$ cat src/rtl/mem_access_stage_pkg.sv
// Shared MEM-stage definitions: load/store op codes, constants, FSM encoding and op classifiers.
// Pure declarations; no timing or flow control of its own.
package mem_access_stage_pkg;

    localparam logic [7:0] OP_NOP = 8'h00;
    localparam logic [7:0] OP_LB  = 8'hE0;
    localparam logic [7:0] OP_LH  = 8'hE1;
    localparam logic [7:0] OP_LW  = 8'hE3;
    localparam logic [7:0] OP_LBU = 8'hE4;
    localparam logic [7:0] OP_LHU = 8'hE5;
    localparam logic [7:0] OP_SB  = 8'hE8;
    localparam logic [7:0] OP_SH  = 8'hE9;
    localparam logic [7:0] OP_SW  = 8'hEB;

    localparam logic [31:0] ZERO_WORD    = 32'h0000_0000;
    localparam logic [4:0]  NOP_REG_ADDR = 5'd0;

    typedef enum logic [1:0] {
        ST_IDLE = 2'd0,
        ST_BUSY = 2'd1,
        ST_DONE = 2'd2
    } state_t;

    function automatic logic is_load(input logic [7:0] op);
        return (op == OP_LB) || (op == OP_LBU) || (op == OP_LH) ||
               (op == OP_LHU) || (op == OP_LW);
    endfunction

    function automatic logic is_store(input logic [7:0] op);
        return (op == OP_SB) || (op == OP_SH) || (op == OP_SW);
    endfunction

    // Address bits below the access size that must be zero for a naturally aligned access.
    function automatic logic misaligned(input logic [7:0] op, input logic [1:0] lo);
        if ((op == OP_LH) || (op == OP_LHU) || (op == OP_SH))
            return lo[0];
        if ((op == OP_LW) || (op == OP_SW))
            return lo != 2'b00;
        return 1'b0;
    endfunction

endpackage

$ cat src/rtl/mem_access_stage_if.sv
// Data-bus bundle between the MEM stage (master) and memory (slave).
// req is held until a one-cycle ack; err pulses when the master gives up waiting.
interface mem_access_stage_if;
    logic        bus_req;
    logic        bus_we;
    logic [31:0] bus_addr;
    logic [3:0]  bus_sel;
    logic [31:0] bus_wdata;
    logic [31:0] bus_rdata;
    logic        bus_ack;
    logic        bus_err;

    modport master (
        output bus_req, bus_we, bus_addr, bus_sel, bus_wdata, bus_err,
        input  bus_rdata, bus_ack
    );

    modport slave (
        input  bus_req, bus_we, bus_addr, bus_sel, bus_wdata, bus_err,
        output bus_rdata, bus_ack
    );
endinterface

$ cat src/rtl/mem_lane_align.sv
// Big-endian byte-lane steering: store enables/data and sign/zero-extended load data.
// Purely combinational, zero latency, no flow control.
module mem_lane_align
    import mem_access_stage_pkg::*;
(
    input  logic [7:0]  aluop,
    input  logic [1:0]  addr_lo,
    input  logic [31:0] reg2,
    input  logic [31:0] rdata,
    output logic [3:0]  sel,
    output logic [31:0] wdata,
    output logic [31:0] load_data
);

    logic [7:0]  rbyte;
    logic [15:0] rhalf;

    always_comb begin
        case (addr_lo)
            2'b00:   rbyte = rdata[31:24];
            2'b01:   rbyte = rdata[23:16];
            2'b10:   rbyte = rdata[15:8];
            default: rbyte = rdata[7:0];
        endcase
        rhalf = addr_lo[1] ? rdata[15:0] : rdata[31:16];
    end

    always_comb begin
        sel       = 4'b0000;
        wdata     = ZERO_WORD;
        load_data = ZERO_WORD;
        case (aluop)
            OP_LB: begin
                sel       = 4'b1000 >> addr_lo;
                load_data = {{24{rbyte[7]}}, rbyte};
            end
            OP_LBU: begin
                sel       = 4'b1000 >> addr_lo;
                load_data = {24'h0, rbyte};
            end
            OP_LH: begin
                sel       = addr_lo[1] ? 4'b0011 : 4'b1100;
                load_data = {{16{rhalf[15]}}, rhalf};
            end
            OP_LHU: begin
                sel       = addr_lo[1] ? 4'b0011 : 4'b1100;
                load_data = {16'h0, rhalf};
            end
            OP_LW: begin
                sel       = 4'b1111;
                load_data = rdata;
            end
            OP_SB: begin
                sel   = 4'b1000 >> addr_lo;
                wdata = {4{reg2[7:0]}};
            end
            OP_SH: begin
                sel   = addr_lo[1] ? 4'b0011 : 4'b1100;
                wdata = {2{reg2[15:0]}};
            end
            OP_SW: begin
                sel   = 4'b1111;
                wdata = reg2;
            end
            default: ;
        endcase
    end

endmodule

$ cat src/rtl/mem_access_stage.sv
// MEM stage: loads/stores over a req/ack bus, 3+k cycles per memory op, stalls upstream until done.
// Non-memory ops pass through combinationally. MEM_ALIGN_CHECK_EN enables misalignment exceptions.
module mem_access_stage
    import mem_access_stage_pkg::*;
#(
    parameter int TIMEOUT_CYCLES = 255
) (
    input  logic                       clk,
    input  logic                       rst,
    input  logic [31:0]                mem_wdata_i,
    input  logic [4:0]                 mem_wd_i,
    input  logic                       mem_wreg_i,
    input  logic [7:0]                 mem_aluop_i,
    input  logic [31:0]                mem_mem_addr_i,
    input  logic [31:0]                mem_reg2_i,
    output logic                       stall_req,
    mem_access_stage_if.master         bus,
    output logic [31:0]                wb_wdata,
    output logic [4:0]                 wb_wd,
    output logic                       wb_wreg,
    output logic                       align_exc
);

    localparam int CW = (TIMEOUT_CYCLES > 1) ? $clog2(TIMEOUT_CYCLES) : 1;
    localparam logic [CW-1:0] CNT_LAST = CW'(TIMEOUT_CYCLES - 1);

    state_t        state;
    logic [31:0]   rdata_q;
    logic [CW-1:0] cnt;

    logic          op_load;
    logic          op_store;
    logic          misalign;
    logic          start;
    logic [3:0]    lane_sel;
    logic [31:0]   lane_wdata;
    logic [31:0]   load_data;

    assign op_load  = is_load(mem_aluop_i);
    assign op_store = is_store(mem_aluop_i);

`ifdef MEM_ALIGN_CHECK_EN
    assign misalign = (op_load || op_store) && misaligned(mem_aluop_i, mem_mem_addr_i[1:0]);
`else
    assign misalign = 1'b0;
`endif

    assign start     = (state == ST_IDLE) && (op_load || op_store) && !misalign;
    assign align_exc = !rst && (state == ST_IDLE) && misalign;

    mem_lane_align u_lane (
        .aluop     (mem_aluop_i),
        .addr_lo   (mem_mem_addr_i[1:0]),
        .reg2      (mem_reg2_i),
        .rdata     (rdata_q),
        .sel       (lane_sel),
        .wdata     (lane_wdata),
        .load_data (load_data)
    );

    always_ff @(posedge clk) begin
        if (rst) begin
            state         <= ST_IDLE;
            bus.bus_req   <= 1'b0;
            bus.bus_we    <= 1'b0;
            bus.bus_sel   <= 4'b0000;
            bus.bus_addr  <= ZERO_WORD;
            bus.bus_wdata <= ZERO_WORD;
            bus.bus_err   <= 1'b0;
            rdata_q       <= ZERO_WORD;
            cnt           <= '0;
        end else begin
            bus.bus_err <= 1'b0;
            case (state)
                ST_IDLE: begin
                    if (start) begin
                        bus.bus_addr  <= {mem_mem_addr_i[31:2], 2'b00};
                        bus.bus_sel   <= lane_sel;
                        bus.bus_wdata <= lane_wdata;
                        bus.bus_we    <= op_store;
                        bus.bus_req   <= 1'b1;
                        cnt           <= '0;
                        state         <= ST_BUSY;
                    end
                end
                ST_BUSY: begin
                    if (bus.bus_ack) begin
                        rdata_q     <= bus.bus_rdata;
                        bus.bus_req <= 1'b0;
                        state       <= ST_DONE;
                    end else if ((TIMEOUT_CYCLES != 0) && (cnt == CNT_LAST)) begin
                        // Abandoned access: loads write back zero rather than stale data.
                        rdata_q     <= ZERO_WORD;
                        bus.bus_req <= 1'b0;
                        bus.bus_err <= 1'b1;
                        state       <= ST_DONE;
                    end else begin
                        cnt <= cnt + 1'b1;
                    end
                end
                ST_DONE: state <= ST_IDLE;
                default: state <= ST_IDLE;
            endcase
        end
    end

    always_comb begin
        stall_req = 1'b0;
        wb_wdata  = mem_wdata_i;
        wb_wd     = mem_wd_i;
        wb_wreg   = mem_wreg_i;
        if (rst) begin
            wb_wdata = ZERO_WORD;
            wb_wd    = NOP_REG_ADDR;
            wb_wreg  = 1'b0;
        end else begin
            case (state)
                ST_IDLE: begin
                    if (start) begin
                        stall_req = 1'b1;
                        wb_wdata  = ZERO_WORD;
                        wb_wd     = NOP_REG_ADDR;
                        wb_wreg   = 1'b0;
                    end else if (misalign) begin
                        wb_wreg = 1'b0;
                    end
                end
                ST_BUSY: begin
                    stall_req = 1'b1;
                    wb_wdata  = ZERO_WORD;
                    wb_wd     = NOP_REG_ADDR;
                    wb_wreg   = 1'b0;
                end
                ST_DONE: begin
                    if (op_load)
                        wb_wdata = load_data;
                    else if (op_store)
                        wb_wreg = 1'b0;
                end
                default: ;
            endcase
        end
    end

endmodule

$ cat src/flat_wrapper.sv
// flat-port wrapper written by rule: the top's interface ports become plain ports
module mem_access_stage_flat import mem_access_stage_pkg::*;
#(
    parameter int TIMEOUT_CYCLES = 255
)
  (clk, rst, mem_wdata_i, mem_wd_i, mem_wreg_i, mem_aluop_i, mem_mem_addr_i, mem_reg2_i, stall_req, wb_wdata, wb_wd, wb_wreg, align_exc, bus_bus_req, bus_bus_we, bus_bus_addr, bus_bus_sel, bus_bus_wdata, bus_bus_err, bus_bus_rdata, bus_bus_ack);
  mem_access_stage_if bus_i ();
  input  logic clk;
  input  logic rst;
  input  logic [31:0] mem_wdata_i;
  input  logic [4:0] mem_wd_i;
  input  logic mem_wreg_i;
  input  logic [7:0] mem_aluop_i;
  input  logic [31:0] mem_mem_addr_i;
  input  logic [31:0] mem_reg2_i;
  output logic stall_req;
  output logic [31:0] wb_wdata;
  output logic [4:0] wb_wd;
  output logic wb_wreg;
  output logic align_exc;
  output wire logic [$bits(bus_i.bus_req)-1:0] bus_bus_req;
  output wire logic [$bits(bus_i.bus_we)-1:0] bus_bus_we;
  output wire logic [$bits(bus_i.bus_addr)-1:0] bus_bus_addr;
  output wire logic [$bits(bus_i.bus_sel)-1:0] bus_bus_sel;
  output wire logic [$bits(bus_i.bus_wdata)-1:0] bus_bus_wdata;
  output wire logic [$bits(bus_i.bus_err)-1:0] bus_bus_err;
  input wire logic [$bits(bus_i.bus_rdata)-1:0] bus_bus_rdata;
  input wire logic [$bits(bus_i.bus_ack)-1:0] bus_bus_ack;
  assign bus_bus_req = bus_i.bus_req;
  assign bus_bus_we = bus_i.bus_we;
  assign bus_bus_addr = bus_i.bus_addr;
  assign bus_bus_sel = bus_i.bus_sel;
  assign bus_bus_wdata = bus_i.bus_wdata;
  assign bus_bus_err = bus_i.bus_err;
  assign bus_i.bus_rdata = bus_bus_rdata;
  assign bus_i.bus_ack = bus_bus_ack;
  mem_access_stage #(.TIMEOUT_CYCLES(TIMEOUT_CYCLES)) u_core (.clk(clk), .rst(rst), .mem_wdata_i(mem_wdata_i), .mem_wd_i(mem_wd_i), .mem_wreg_i(mem_wreg_i), .mem_aluop_i(mem_aluop_i), .mem_mem_addr_i(mem_mem_addr_i), .mem_reg2_i(mem_reg2_i), .stall_req(stall_req), .bus(bus_i), .wb_wdata(wb_wdata), .wb_wd(wb_wd), .wb_wreg(wb_wreg), .align_exc(align_exc));
endmodule
$ cat config.mk
export PLATFORM = sky130hd
export DESIGN_NAME = mem_access_stage_flat
export DESIGN_NICKNAME = d
export VERILOG_FILES = /design/src/rtl/mem_access_stage_pkg.sv /design/src/rtl/mem_access_stage_if.sv /design/src/rtl/mem_lane_align.sv /design/src/rtl/mem_access_stage.sv /design/src/flat_wrapper.sv
export SDC_FILE = /design/constraint.sdc
export NUM_CORES = 1
export LEC_CHECK = 0
export ABC_CLOCK_PERIOD_IN_PS = 3500
export BUFFER_PORTS_ARGS = -buffer_cell sky130_fd_sc_hd__buf_2
export CAP_MARGIN = 20
export CORE_AREA = 2 2 108 110
export CTS_BUF_LIST = sky130_fd_sc_hd__clkbuf_16
export DETAILED_ROUTE_END_ITERATION = 8
export DIE_AREA = 0 0 110 112
export PLACE_DENSITY = 0.84
export SLEW_MARGIN = 10
export SYNTH_ARGS = -nofsm -noshare
export SYNTH_HDL_FRONTEND = slang
export SYNTH_SLANG_ARGS = --single-unit
$ cat constraint.sdc
create_clock -name clk -period 3.5 [get_ports clk]
set_clock_uncertainty 0.15 [all_clocks]
set_input_delay 0.175 -clock clk [delete_from_list [all_inputs] [get_ports clk]]
set_output_delay 0.175 -clock clk [all_outputs]
set_load 0.1 [all_outputs]
* Word-level counts from Yosys, hierarchy flattened
Cells that the tools add are included. Widths: inputs -> output; s select.
Operators by class: $add $sub $neg 1, eq/ne operators 17, shifts and indexed selects 1, muxes and demuxes 36, bitwise operators 1, reduce and logical (&&, ||, !) cells 21
Operator list (count):
- $pmux 32 s3 | 2
- $mux 32 | 5
- $pmux 32 s5 | 1
- $eq 8x8->1 const B | 9
- $mux 8 | 3
- $pmux 8 s3 | 1
- $mux 16 | 1
- $pmux 8 s2 | 1
- $pmux 4 s3 | 1
- $mux 1 | 10
- $mux 5 | 2
- $pmux 5 s2 | 1
- $reduce_or 3->1 | 3
- $add 8x1->8 const B | 1
- $logic_or 1x1->1 | 7
- $mux 2 | 3
- $reduce_and 2->1 | 3
- $eq 2x1->1 const B | 2
- $eq 2x2->1 const B | 2
- $logic_not 2->1 | 2
- $mux 4 | 1
- $ne 2x2->1 const B | 2
- $pmux 1 s2 | 2
- $pmux 2 s2 | 1
- 10 further kinds | 11
Word-level totals: register bits 111, logic and storage cells 86

* Logic depth before layout (Yosys ltp)
depth after elaboration 10, depth in mapped cells 8, mapped depth without buffers 6

* Cells and area by module
A second synthesis with hierarchy kept.
Unflattened totals: cells, all modules 754, area total of the unflattened synthesis 5975.7 µm²
Modules (own cells, without submodules):
- mem_access_stage | times used 1, cells an instance 569, area an instance 4575.6 µm²
- mem_lane_align | times used 1, cells an instance 185, area an instance 1400.1 µm²

* Least setup slack after synthesis
Ideal clock, no wire load.
path kind input to output, start point input port mem_aluop_i[0], end point output port wb_wreg, data arrival time 3.773 ns, data required time 3.175 ns, path slack -0.598 ns, stages 6, cells stage by stage buf_4 -> nand2b_1 -> buf_2 -> a211oi_2 -> o21ai_0 -> nor4bb_1
On the way: longest elaborated chain between the ends 10
Ends and longest elaborated chain:
- start: declaration | line flat_wrapper.sv:13 | input logic [7:0] mem_aluop_i;
- $eq 8x8->1 | line mem_access_stage_pkg.sv:25 | return (op == OP_LB) || (op == OP_LBU) || (op == OP_LH) ||
- $logic_or 1x1->1 (3 in a row) | line mem_access_stage_pkg.sv:25
- $logic_or 1x1->1 | line mem_access_stage_pkg.sv:26 | (op == OP_LHU) || (op == OP_LW);
- $logic_or 1x1->1 | line mem_access_stage.sv:48 | assign start = (state == ST_IDLE) && (op_load || op_store) && !misalign;
- $logic_and 1x1->1 | line mem_access_stage.sv:48
- $mux 1 | line mem_access_stage.sv:119 | if (start) begin
- $pmux 1 s3 * | line mem_access_stage.sv:117 | case (state)
- $mux 1 * | line mem_access_stage.sv:112 | if (rst) begin
- end: declaration | line flat_wrapper.sv:19 | output logic wb_wreg;
Mark *: on every way between the ends. The rest lies on a longest branch, timed or not.

* Worst setup path after layout
start point register u_core.state[0], end point output port wb_wdata[6]
On the way: longest elaborated chain between the ends 5
Ends and longest elaborated chain:
- start: declaration | line mem_access_stage.sv:27 | state_t state;
- start signal: assignment | line mem_access_stage.sv:63 | state <= ST_IDLE;
- start signal: assignment | line mem_access_stage.sv:83 | state <= ST_BUSY;
- start signal: assignment | line mem_access_stage.sv:90 | state <= ST_DONE;
- $logic_not 2->1 | line mem_access_stage.sv:48, mem_access_stage.sv:117
- $logic_and 1x1->1 | line mem_access_stage.sv:48
- $mux 32 | line mem_access_stage.sv:119
- $pmux 32 s3 * | line mem_access_stage.sv:117
- $mux 32 * | line mem_access_stage.sv:112
- end: declaration | line flat_wrapper.sv:17 | output logic [31:0] wb_wdata;
Marked as above.

==> metrics.cfg <==
[clock_network]
post-cts-setup-buffers=0
cts_tree=done
root_buffer=clkbuf_16
cts_buffer_depth=2
cts_buffers=9
cts_max_level=3
numClockSinks=111
cts_resized=0
clkLatencyLatePin_ps=350
clk_pin_slew_ps=80

[die]
fp.dieW_um=110
core_area_mm2=0.01117
io_pins=256
die_h_um=112
initial_core_util_pct=49.51
dieArea_mm2=0.01232
num_rows=39

[final_layout]
areaGrowthSynthToFinish_pct=52.56
final_nets=1128
drive_above_1_share_pct=31.24
fillCellCount=785
seqCellArea_mm2=0.002222
multiInputGateArea_mm2=0.003003
final_area_mm2=0.008441

[sta]
rsz0062_at_grt=false
relSlewSlack_pct=31.01
maxSlewViolCount=0
finalCriticalPeriod_ps=3130
setup_ws_ps=369.7
tns_ps=0
setup_viol=0
worst_pin_slew_ps=1032
finalCritPeriodShare_pct=89.44
finalHoldViolations=0
fmax_ghz=0.3195

[worst_setup_path]
crit_path_max_fanout=15
critPathArrivalTime_ps=2810
max_stage_delay_ps=450
path_class=flop to output pin
critical_path_required_ps=3170
path_cells=or2_2 -> o22ai_1 -> a21boi_2 -> buf_4 -> a22o_1 -> buf_2
cp-start-kind=flop
endpoint_kind=output pin
cp_slowest_cell=o22ai_1

[logic_synthesis]
synth_compound_area_share_pct=28.86
synth_top_flop_cell=dfxtp_1
synth_top_family_by_area=compound AO/OA/AOI/OAI gates
synth_warnings=0
seq_area_frac_synth_pct=40.16
yosys.area_share.simple_pct=18.91
synth_area_mm2=0.005533
synth_cells=674
synth_edf_count=0
synth.distinct_cells=54
avgSynthCellArea_um2=8.209
synth_xor_area_share_pct=0.9498
muxShareOfSynthArea_pct=4.704
ys_ff_latch=111
synth_adder_area_share_pct=0.4523
async_reset_ff_share_pct=0

[status]
status=finished, final reports clean

[min_path]
hold_path_class=input pin to flop

[drt]
first_pass_iters=6
ant_nets=0
drt_iter0_drc=759
drc_errors=0
viasPerCell=5.785
via_count=6537
drt_wl_total_um=20980
wl_per_cell_um=18.57

[global_route]
gr-total-overflow=0
busiest_layer=met2
grt_pass1_vias=6177
met1_usage_pct=40.37
antenna_found_initial=2
grt_start_max_net_pins=47
use_met3_pct=7.260
grt_pass1_wl_um=31480
grt_usage_pct=32.80
grt_use_met2_pct=54.81

[placed_design]
io_buffers=252
gp_congestion=0.9838
dpl_cell_area_mm2=0.007311
dp_hpwl_um=13640
place_ws_ps=693.3

[power]
p_per_area_mw_per_mm2=361.7
p_total_mw=3.053
leakage_nw=3.690
ir_drop_mv=0.4143

[job]
drv_cap=0

registers in the layout (all words and copies together), names as in the netlist:
signal,count
u_core.cnt,8
u_core.state,2
u_core.bus.bus_req,1
u_core.bus.bus_sel,4
u_core.bus.bus_we,1
u_core.bus.bus_err,1
u_core.bus.bus_addr,30
u_core.bus.bus_wdata,32
u_core.rdata_q,32
final timing paths:
path / depth (start not counted) / end / from / slack [ps]
hold / removal: 3 / u_core.rdata_q[14] / bus_bus_rdata[14] / 6
setup / recovery: 6 / wb_wdata[6] / u_core.state[0] / 370
setup reg to reg: 4 / u_core.bus.bus_wdata[29] / u_core.state[0] / 1250
hold reg to reg: 2 / u_core.bus.bus_we / u_core.bus.bus_we / 300
cells by family after synthesis:
kind of cell    after synthesis
buf+inv                      76
other cells                   1
mux                          17
xor+xnor                      6
compound gates              233
fa+ha+maj                     2
simple gates                228
flops                       111
cell usage in the layout, fill, tap and decap left out, types with 2 or more instances in the layout:
| master | instances |
|---|---|
| clkbuf_16 | 9 |
| nor3_1 | 4 |
| nor2_2 | 2 |
| a21o_1 | 2 |
| o21ai_1 | 3 |
| mux4_2 | 7 |
| mux2_2 | 2 |
| buf_12 | 30 |
| dlygate4sd3_1 | 82 |
| o22ai_1 | 4 |
| buf_2 | 222 |
| or2_2 | 3 |
| inv_6 | 3 |
| nor2_1 | 68 |
| o21ai_0 | 57 |
| buf_4 | 16 |
| and3_1 | 4 |
| nor2b_1 | 3 |
| nand3_1 | 7 |
| a22oi_1 | 59 |
| nand2_1 | 95 |
| conb_1 | 3 |
| mux2i_1 | 8 |
| a32oi_1 | 6 |
| ha_1 | 2 |
| a221o_1 | 5 |
| and4b_1 | 2 |
| xor2_1 | 6 |
| nand2b_1 | 4 |
| a21oi_1 | 51 |
| a2111oi_0 | 2 |
| and2_1 | 22 |
| o2bb2ai_1 | 12 |
| inv_1 | 21 |
| dfxtp_1 | 111 |
| nand4_1 | 5 |
| a22o_1 | 22 |
area by class of cell:
cell class / count / share of cell area, %
well taps: 143 / 2.120
diodes: 1 / 0.02965
inverters: 20 / 0.8894
flip-flops and latches: 111 / 26.33
repair buffers: 350 / 31.43
clock inverters: 7 / 0.9635
multi-input cells: 489 / 35.58
clock buffers: 9 / 2.668
layer usage:
metal  share of wire, %  vias to the layer above
met5              0.038                        -
met1                 38                     2994
met3                 10                       77
met4                4.1                        2
met2                 48                      438
li1                   -                     3026
stage by stage:
stage	util, %	hold slack, ps	std cells
floorplan	-	150.5	676
global placement	65.42	264.5	1031
detailed placement	65.42	262.6	1031
CTS	75.42	6.862	1128
global route	75.53	7.666	1130
finish	75.53	5.838	1130
critical path, delay by kind of cell, from the launching register on:
family	cells	cell delay (ps)
AO/OA/AOI/OAI	3	1020
buffers and inverters	2	670
flip-flops	1	420
AND/OR/NAND/NOR	1	340
where the power goes:
part           switching [mW]  internal [mW]  total [mW]
Clock                   0.499          0.566        1.07
Sequential            0.00725           1.27        1.28
Combinational           0.449          0.260       0.710
timing repair:
item | in CTS | in global routing
setup endpoints to repair | 0 | 0
endpoints found under the hold margin | 81 | 1
hold buffers | 81 | 1
cell usage after synthesis (all sizes together), types with 5 or more instances:
cell	count	area, um^2
a21oi	52	264.0
a221o	5	50.05
a22o	22	192.7
a22oi	59	442.9
a32oi	6	52.55
and2	22	137.6
buf	20	116.4
clkbuf	36	135.1
dfxtp	111	2222
inv	20	75.07
mux2i	8	80.08
mux4	7	157.7
nand2	95	356.6
nand3	7	35.03
nand4	5	31.28
nor2	70	267.8
nor3	5	25.02
o21ai	60	300.3
o2bb2ai	12	105.1
xor2	6	52.55
Power figures use the tool's default switching activity.
